<file path="config.mk">
export PLATFORM = sky130hd
export DESIGN_NAME = adder_pipe
export DESIGN_NICKNAME = d
export VERILOG_FILES = /design/src/rtl/adder_pipe.sv
export SDC_FILE = /design/constraint.sdc
export NUM_CORES = 1
export LEC_CHECK = 0
export ABC_AREA = 0
export CAP_MARGIN = 10
export CORE_ASPECT_RATIO = 0.7
export CORE_MARGIN = 2
export CORE_UTILIZATION = 45
export CTS_CLUSTER_DIAMETER = 40
export CTS_CLUSTER_SIZE = 20
export DETAILED_ROUTE_END_ITERATION = 8
export GPL_ROUTABILITY_DRIVEN = 0
export PLACE_DENSITY = 0.79
export SYNTH_ARGS = -nofsm -noshare
export SYNTH_HDL_FRONTEND = slang
export SYNTH_SLANG_ARGS = --single-unit
</file>
<file path="constraint.sdc">
create_clock -name clk -period 8.55 [get_ports clk]
set_input_delay 1.71 -clock clk [delete_from_list [all_inputs] [get_ports clk]]
set_output_delay 1.71 -clock clk [all_outputs]
set_load 0.02 [all_outputs]
</file>
<file path="src/rtl/adder_pipe.sv">
// -----------------------------------------------------------------------------
// adder_pipe
//
// Pipelined carry-lookahead adder/subtractor with a valid/ready handshake on
// both sides. The operand is cut into STAGES equal slices; slice k is summed
// in pipeline stage k (LSB slice first) using 4-bit group generate/propagate
// lookahead. The slice carry-out is registered and becomes the carry-in of
// the next slice one stage later.
//
// Each stage holds one "x" word. Its low bits are the sum bits finished so
// far, and its high bits are the operand-a bits not yet added. A parallel
// b word carries the (already mode-adjusted) b operand forward. When a beat
// leaves the last stage, its x word is the complete sum.
//
// Parameters
//   WIDTH  : operand width. Must be a multiple of 4 in the range 8..128.
//   STAGES : pipeline depth, 1..4. WIDTH must be divisible by 4*STAGES.
//
// Ports
//   clk        : rising-edge clock
//   rst_n      : asynchronous active-low reset; empties the pipe
//   in_valid   : operand beat present on a/b/cin/sub
//   in_ready   : pipe accepts the beat this cycle (independent of in_valid)
//   a, b       : operands
//   cin        : carry-in
//   sub        : 0 = a + b + cin, 1 = a + ~b + cin
//   out_valid  : result beat present
//   out_ready  : downstream accepts the result
//   sum        : result, modulo 2^WIDTH
//   cout       : carry out of the MSB
//   ovf        : signed overflow (carry into MSB xor carry out of MSB)
//   zero       : sum == 0
// -----------------------------------------------------------------------------
module adder_pipe #(
  parameter int WIDTH  = 32,
  parameter int STAGES = 2
) (
  input  logic             clk,
  input  logic             rst_n,
  input  logic             in_valid,
  output logic             in_ready,
  input  logic [WIDTH-1:0] a,
  input  logic [WIDTH-1:0] b,
  input  logic             cin,
  input  logic             sub,
  output logic             out_valid,
  input  logic             out_ready,
  output logic [WIDTH-1:0] sum,
  output logic             cout,
  output logic             ovf,
  output logic             zero
);

  // Slice width and the number of 4-bit lookahead groups in one slice.
  localparam int SW = WIDTH / STAGES;
  localparam int NG = SW / 4;
  localparam int LAST = STAGES - 1;

  // ---------------------------------------------------------------------------
  // Stage registers
  // ---------------------------------------------------------------------------
  logic [STAGES-1:0] valid_reg;
  logic [WIDTH-1:0]  x_reg     [STAGES];  // {pending a bits, finished sum bits}
  logic [WIDTH-1:0]  b_reg     [STAGES];  // mode-adjusted b operand
  logic [STAGES-1:0] carry_reg;           // carry out of the slice just added
  logic              ovf_reg;
  logic              zero_reg;

  // ---------------------------------------------------------------------------
  // Stage inputs (what stage k will capture) and next-state values
  // ---------------------------------------------------------------------------
  logic [STAGES-1:0] st_v;                // beat presented to stage k
  logic [WIDTH-1:0]  st_x      [STAGES];
  logic [WIDTH-1:0]  st_b      [STAGES];
  logic [STAGES-1:0] st_c;                // carry into slice k
  logic [WIDTH-1:0]  nx_x      [STAGES];  // st_x with slice k replaced by sum
  logic [STAGES-1:0] nx_c;                // carry out of slice k

  // Stage k loads when it is empty or everything downstream of it will move
  // this cycle. Written as a reduction over the valid bits rather than a
  // recursive chain so that no bit of load depends on another bit of load.
  logic [STAGES-1:0] load;

  genvar gi;
  generate
    for (gi = 0; gi < STAGES; gi++) begin : g_load
      assign load[gi] = out_ready | ~(&valid_reg[STAGES-1:gi]);
    end
  endgenerate

  // in_ready is purely a function of stored state and out_ready. During
  // reset all valid bits are 0, so it reads 1.
  assign in_ready = load[0];

  generate
    for (gi = 0; gi < STAGES; gi++) begin : g_stage
      localparam int LO = gi * SW;

      // Stage 0 takes the ports; subtraction folds into b here so every later
      // stage is a plain adder and the beat's own sub/cin travel with it.
      if (gi == 0) begin : g_first
        assign st_v[gi] = in_valid;
        assign st_x[gi] = a;
        assign st_b[gi] = sub ? ~b : b;
        assign st_c[gi] = cin;
      end else begin : g_next
        assign st_v[gi] = valid_reg[gi-1];
        assign st_x[gi] = x_reg[gi-1];
        assign st_b[gi] = b_reg[gi-1];
        assign st_c[gi] = carry_reg[gi-1];
      end

      // Slice adder: group carries ripple between 4-bit groups, bit carries
      // inside a group come from two-level generate/propagate lookahead.
      logic [WIDTH-1:0] x_next;
      logic             carry_run;
      logic [3:0]       ga;
      logic [3:0]       gb;
      logic [3:0]       gg;
      logic [3:0]       pp;
      logic [3:0]       cc;
      logic             grp_g;
      logic             grp_p;

      always_comb begin
        x_next    = st_x[gi];
        carry_run = st_c[gi];
        ga        = '0;
        gb        = '0;
        gg        = '0;
        pp        = '0;
        cc        = '0;
        grp_g     = 1'b0;
        grp_p     = 1'b0;
        for (int j = 0; j < NG; j++) begin
          ga = st_x[gi][LO + 4*j +: 4];
          gb = st_b[gi][LO + 4*j +: 4];
          gg = ga & gb;
          pp = ga ^ gb;
          cc[0] = carry_run;
          cc[1] = gg[0] | (pp[0] & carry_run);
          cc[2] = gg[1] | (pp[1] & gg[0]) | (pp[1] & pp[0] & carry_run);
          cc[3] = gg[2] | (pp[2] & gg[1]) | (pp[2] & pp[1] & gg[0])
                | (pp[2] & pp[1] & pp[0] & carry_run);
          x_next[LO + 4*j +: 4] = pp ^ cc;
          grp_g = gg[3] | (pp[3] & gg[2]) | (pp[3] & pp[2] & gg[1])
                | (pp[3] & pp[2] & pp[1] & gg[0]);
          grp_p = &pp;
          carry_run = grp_g | (grp_p & carry_run);
        end
      end

      assign nx_x[gi] = x_next;
      assign nx_c[gi] = carry_run;
    end
  endgenerate

  // Carry into the MSB is recovered from the MSB sum bit: c[W-1] = a^b^s at
  // bit W-1. ovf = c[W] ^ c[W-1].
  logic last_msb_cin;
  logic ovf_next;
  logic zero_next;

  assign last_msb_cin = st_x[LAST][WIDTH-1] ^ st_b[LAST][WIDTH-1] ^ nx_x[LAST][WIDTH-1];
  assign ovf_next     = nx_c[LAST] ^ last_msb_cin;
  assign zero_next    = (nx_x[LAST] == '0);

  // ---------------------------------------------------------------------------
  // Pipeline registers. A stage that loads with no incoming beat becomes a
  // bubble; its data is left alone so the output word only changes when a
  // real beat lands in the last stage.
  // ---------------------------------------------------------------------------
  always_ff @(posedge clk or negedge rst_n) begin
    if (!rst_n) begin
      valid_reg <= '0;
      carry_reg <= '0;
      ovf_reg   <= 1'b0;
      zero_reg  <= 1'b0;
      for (int k = 0; k < STAGES; k++) begin
        x_reg[k] <= '0;
        b_reg[k] <= '0;
      end
    end else begin
      for (int k = 0; k < STAGES; k++) begin
        if (load[k]) begin
          valid_reg[k] <= st_v[k];
          if (st_v[k]) begin
            x_reg[k]     <= nx_x[k];
            b_reg[k]     <= st_b[k];
            carry_reg[k] <= nx_c[k];
          end
        end
      end
      if (load[LAST] && st_v[LAST]) begin
        ovf_reg  <= ovf_next;
        zero_reg <= zero_next;
      end
    end
  end

  // ---------------------------------------------------------------------------
  // Outputs: everything comes straight from the last stage, so sum and the
  // flags share timing and hold while the beat is stalled.
  // ---------------------------------------------------------------------------
  assign out_valid = valid_reg[LAST];
  assign sum       = x_reg[LAST];
  assign cout      = carry_reg[LAST];
  assign ovf       = ovf_reg;
  assign zero      = zero_reg;

endmodule

</file>
==> summary.txt, run 1 <==
Synthesis
  • Seq cells post-synth: 86
  • Register area share after synthesis: 44.07%
  • Synthesized instance count: 454
  • Post-synth EDFFs: 0
  • Post-synth top area share: 44.07%
  • Ys Warns: 0
  • Yosys cell types: 49
  • Cell taking the most area after synthesis: dfrtp_1
  • Post-Syn Area: 0.004883 sq mm
  • Ys flop type: dfrtp_1
  • Synth area leaders: dfrtp_1, mux2_2, ha_1
  • Post-synthesis net count: 564
  • FFs w/ async S/R, synth: 100.0%
  • Avg Cell Area, Syn: 10.76 sq um

Final layout
  • Final Non-Filler Cells: 693
  • Layout area overhead: 30.03%
  • Max FFs per register: 32
  • Nets@finish: 666
  • Ant diodes: 0
  • Share of layout cells above drive strength 1: 12.48%
  • Fillers: 865

Clock tree
  • CTS tree: done
  • Hold Buf Count CTS: 0
  • H-tree levels: 3
  • Clock Path Buffers: 2
  • Num CTS Buffers: 9
  • Clk pin slew, worst setup/hold paths: 60 ps
  • Root buffer cell: clkbuf_16
  • Post-CTS setup buffers: 0
  • Clk Latency, worst-skew pair: 340 ps
  • # resized after CTS: 0
  • Num Clock Sinks: 86

Timing
  • Worst Skew: 8.165 ps
  • Fmax: 214.4 MHz
  • Fin. max-slew vios: 0
  • Setup-failing EPs final: 0
  • Final hold vios: 0
  • Headroom to the max-slew limit: 27.28%
  • Final setup TNS: 0 ps
  • RSZ-0062 raised after global routing: false
  • Slew @ Worst Pin: 1091 ps
  • Period minus WS final: 4664 ps
  • Final period utilization: 54.55%

Route
  • Wire per inst: 15.95 microns
  • Vias post-DR: 3658
  • # DRC: 0
  • DR iter-0 viols: 301
  • 1st-pass router iterations: 4
  • Total Wirelength: 11050 microns
  • Final ANT Viol Nets: 0
  • Vias per inst: 5.278

Pwr
  • Pwr Density: 266.0 mW/mm^2
  • Peak VDD IR: 135.8 uV
  • Leak pwr: 0.002734 uW

Worst setup path
  • Crit. End Element: output port
  • Critical path class: in2out
  • Worst EP arrival: 2950 ps
  • CP required: 6840 ps
  • Startpoint Class: input pin
  • Worst-path maximum fanout: 3

Global route
  • First-pass GRT wire length: 18430 microns
  • GRT Total Usage: 20.10%
  • Initial antenna violation count: 0
  • Vias in the first global route: 3752
  • Total grt overflow: 0
  • Largest net degree at the start of global routing: 87

Floorplanning
  • Initial Util: 46.63%
  • Core box area: 0.01047 sq mm
  • Die Ht: 91.16 microns
  • Core Rows: 31
  • Die span in x: 128.5 microns
  • I/O pin total: 107
  • Die area: 0.01171 sq mm

Placement
  • Port bufs: 106
  • Placed Instances: 677
  • Hpwl dp: 8244 microns

Hold path
  • HP Class: reg2reg

Job
  • Max cap viols: 0

Outcome
  • Status: completed
## worst max-delay path: stages
cell	delay (ps)
clkdlybuf4s50_1	460
nand3b_1	160
clkdlybuf4s50_1	620
## layer usage
| layer | wire [microns] | global-route usage, % |
|---|---|---|
| met4 | 24 | 4.529 |
| met1 | 5281 | 28.87 |
| met5 | 0 | 0 |
| met3 | 879 | 6.128 |
| met2 | 4865 | 30.01 |
## synthesized netlist by cell type, types with 6 or more instances
library cell  number
fa_1               8
inv_1             14
o21ai_0           37
nand2_1           59
a21oi_1           16
clkbuf_1          13
xor2_1            32
nor2_1            15
ha_1              32
dfrtp_1           86
o21ai_1           12
nand3_1            6
xnor2_1           25
mux2_2            36
## cell families after synthesis
| group | Yosys count | synth area share (%) |
|---|---|---|
| AOI/OAI and AO/OA | 93 | 13.09 |
| xor gates and xnor gates | 57 | 10.22 |
| muxes | 38 | 8.711 |
| DFF | 86 | 44.07 |
| adders and majority gates | 40 | 11.48 |
| and+or+nand+nor | 109 | 10.04 |
| buffers and inverters | 31 | 2.383 |
## metrics by stage
stage	hold WS [ps]	setup WS, ps	utilization [%]	power [uW]	cell area (sq um)
final	480.8	3886	60.63	1689	6350
after detailed placement	477.1	3736	57.85	1315	6058
after global placement	462.8	3860	57.85	1289	6058
after global routing	513.7	3843	60.63	1798	6350
after floorplan	456.3	4100	-	1020	4883
after CTS	490.7	3881	60.63	1704	6350
## path summary, 6_finish.rpt
| path | startpoint | to | slack (ps) | depth (start not counted) |
|---|---|---|---|---|
| max in group asynchronous | rst_n | st_x[17] | 6280 | 1 |
| setup / recovery | out_ready | in_ready | 3890 | 3 |
| hold / removal | sum[25] | sum[25] | 480 | 2 |
| setup reg to reg | b_reg[48] | zero | 4800 | 13 |
| hold reg to reg | sum[25] | sum[25] | 480 | 2 |
| min in group asynchronous | rst_n | sum[26] | 1550 | 1 |
## layout make-up
class / count / area, sq um / area share [%]
well taps: 132 / 165.2 / 2.601
inverters: 14 / 52.55 / 0.8276
clock buffers: 10 / 229.0 / 3.606
flip-flops and latches: 86 / 2152 / 33.89
repair buffers: 108 / 1069 / 16.83
multi-input cells: 337 / 2620 / 41.26
clock inverters: 6 / 62.56 / 0.9852
## placed cells by master (no fill, tap or decap), types with 3 or more instances in the layout
cell / netlist / layout
a21o_1: 4 / 4
a21oi_1: 16 / 16
buf_4: 0 / 3
clkbuf_16: 0 / 9
clkdlybuf4s50_1: 0 / 104
clkinvlp_4: 0 / 3
dfrtp_1: 86 / 86
fa_1: 8 / 8
ha_1: 32 / 32
inv_1: 14 / 14
mux2_2: 36 / 36
nand2_1: 59 / 57
nand2b_1: 5 / 5
nand3_1: 6 / 6
nor2_1: 15 / 15
nor3_1: 5 / 5
nor4_1: 5 / 5
o21ai_0: 37 / 37
o21ai_1: 12 / 12
xnor2_1: 25 / 25
xor2_1: 32 / 32
## power breakdown
group          total [uW]  switching, uW  leakage (uW)  internal, uW
clock network         381            156      0.000134           225
registers             602           76.4       0.00104           525
logic                 707            365       0.00156           342
Note: power is estimated with default switching activity, not from simulation.
==> run 2, diff against run 1 <==
==> constraint.sdc (replaced) <==
create_clock -name clk -period 4.7 [get_ports clk]
set_input_delay 0.94 -clock clk [delete_from_list [all_inputs] [get_ports clk]]
set_output_delay 0.94 -clock clk [all_outputs]
set_load 0.02 [all_outputs]
==> run 2 against run 1 <==
Against the previous run:
- register-to-register slack worse by 3900 ps
- final area rose by 0.35%
- power up 83%
- setup slack worse by 2900 ps
- via count grew 0.11%
- critical path type is now reg2reg
- largest cell class unchanged
==> summary.txt, run 2 (same netlist as run 1, synthesis figures left out) <==
Outcome
  • Status: completed

Worst setup path
  • Worst-path maximum fanout: 5 (+2)
  • Reg-to-reg slack, setup: 950 ps (-3850 ps)
  • CP required: 4980 ps (-1860 ps)
  • Startpoint Class: flip-flop
  • Source of the critical timing path: st_x[16]
  • Worst EP arrival: 4030 ps (+1080 ps)
  • Crit. End Element: flip-flop
  • Critical path class: reg2reg
  • RR Startpoint: st_x[16]

Floorplanning
  • Core Rows: 31 (unchanged)
  • Die span in x: 128.5 microns (unchanged)
  • Initial Util: 46.63% (unchanged)
  • I/O pin total: 107 (unchanged)
  • Die Ht: 91.16 microns (unchanged)
  • Core box area: 0.01047 sq mm (unchanged)
  • Die area: 0.01171 sq mm (unchanged)

Clock tree
  • CTS tree: done
  • H-tree levels: 3 (unchanged)
  • Post-CTS setup buffers: 0 (unchanged)
  • Hold Buf Count CTS: 0 (unchanged)
  • Root buffer cell: clkbuf_16
  • Clock Path Buffers: 2 (unchanged)
  • Num CTS Buffers: 9 (unchanged)
  • Clk Latency, worst-skew pair: 340 ps (about the same)
  • Clk pin slew, worst setup/hold paths: 60 ps (about the same)
  • # resized after CTS: 0 (unchanged)
  • Num Clock Sinks: 86 (unchanged)

Final layout
  • Fillers: 863 (-0.23%)
  • Sequential cell area: 0.002152 sq mm (unchanged)
  • Final Non-Filler Cells: 696 (+0.43%)
  • Footprint of the multi-input gates: 0.002620 sq mm (unchanged)
  • Post-layout util: 60.85% (+0.22 points)
  • Ant diodes: 0 (unchanged)
  • Nets@finish: 669 (+0.45%)
  • Share of layout cells above drive strength 1: 12.94% (+0.47 points)
  • Commonest cells after routing, fill and taps aside: clkdlybuf4s50_1, dfrtp_1, nand2_1
  • Layout area overhead: 30.49%
  • Max FFs per register: 32 (unchanged)
  • Most common cell after layout, fill and taps aside: clkdlybuf4s50_1

Timing
  • Final hold vios: 0 (unchanged)
  • Headroom to the max-slew limit: 28.32% (+1.0 points)
  • Hold_ws: 481.0 ps (+0.1970 ps)
  • Fin. max-slew vios: 0 (unchanged)
  • Setup-failing EPs final: 0 (unchanged)
  • Period minus WS final: 3752 ps
  • Slew @ Worst Pin: 1075 ps (-15.56 ps)
  • RSZ-0062 raised after global routing: false
  • Final period utilization: 79.82%
  • Final setup TNS: 0 ps (unchanged)
  • Worst Skew: 7.213 ps (-0.9517 ps)
  • Fmax: 266.5 MHz

Global route
  • Vias in the first global route: 3796 (+1.2%)
  • Total grt overflow: 0 (unchanged)
  • Largest net degree at the start of global routing: 87 (unchanged)
  • Initial antenna violation count: 0 (unchanged)
  • GRT Total Usage: 20.55% (+0.44 points)
  • First-pass GRT wire length: 18740 microns (+1.7%)

Pwr
  • Pwr Density: 486.5 mW/mm^2 (+83%)
  • Leak pwr: 0.002748 uW (+0.52%)
  • Peak VDD IR: 225.4 uV (+66%)

Route
  • Vias per inst: 5.261 (-0.32%)
  • Final ANT Viol Nets: 0 (unchanged)
  • Total Wirelength: 11390 microns (+3.0%)
  • 1st-pass router iterations: 4 (unchanged)
  • Vias post-DR: 3662 (+0.11%)
  • DR iter-0 viols: 212 (-30%)
  • Wire per inst: 16.36 microns (+2.6%)
  • # DRC: 0 (unchanged)

Placement
  • Port bufs: 106 (unchanged)
  • Placed Instances: 680 (+0.44%)
  • Hpwl dp: 8556 microns (+3.8%)

Hold path
  • HP Class: reg2reg
  • Hold path start: sum[17]

Job
  • Max cap viols: 0 (unchanged)
==> run 2: changes by cell type in the layout (fill, tap and decap cells not counted), sizes merged <==
cell and delta:
buf +3
==> run 2: area by class of cell <==
cell class,instances,area share [%]
Sequential cell,86,33.77
Clock inverter,6,0.9817
Timing Repair Buffer,111,17.12
Inverter,14,0.8247
Multi-Input combinational cell,337,41.12
Clock buffer,10,3.593
Tap cell,132,2.592
==> run 2: metrics by stage <==
stage	total power, uW	instance area (sq um)	setup WS, ps
2_1_floorplan	1856	4883	1020
3_3_place_gp	2351	6081	1007
3_5_place_dp	2400	6081	931.1
4_1_cts	3119	6372	918.7
5_1_grt	3290	6372	721.8
6_report	3100	6372	948.2
==> run 2: layer usage <==
| layer | GRT usage (%) | wire, microns | vias up |
|---|---|---|---|
| met3 | 5.598 | 699 | 9 |
| met5 | 0 | 0 | - |
| met4 | 5.888 | 128 | 0 |
| met1 | 28.67 | 5437 | 1764 |
| met2 | 31.52 | 5121 | 108 |
| li1 | - | - | 1781 |
==> run 2: path summary, 6_finish.rpt <==
kind	endpoint	cells past startpoint
min in group asynchronous	sum[21]	1
max in group asynchronous	g_stage[1].x_next[8]	1
worst max register to register	zero	13
worst max-delay path	zero	13
worst min-delay path	sum[17]	2
worst min register to register	sum[17]	2
==> run 2: critical path: stages, from the launching register on <==
cell,delay (ps)
dfrtp_1,400
ha_1,310
a211oi_2,290
o21a_4,210
o21bai_4,90
nand3_1,130
nand3_1,110
fa_1,500
or4_1,460
nor3_1,200
nand3_1,120
or3b_2,490
a221oi_2,210
a22o_1,160
==> run 2: where the power goes <==
part           internal (uW)  switching [uW]  total, uW
Clock                    410             294        704
Sequential               956             149       1100
Combinational            626             665       1290
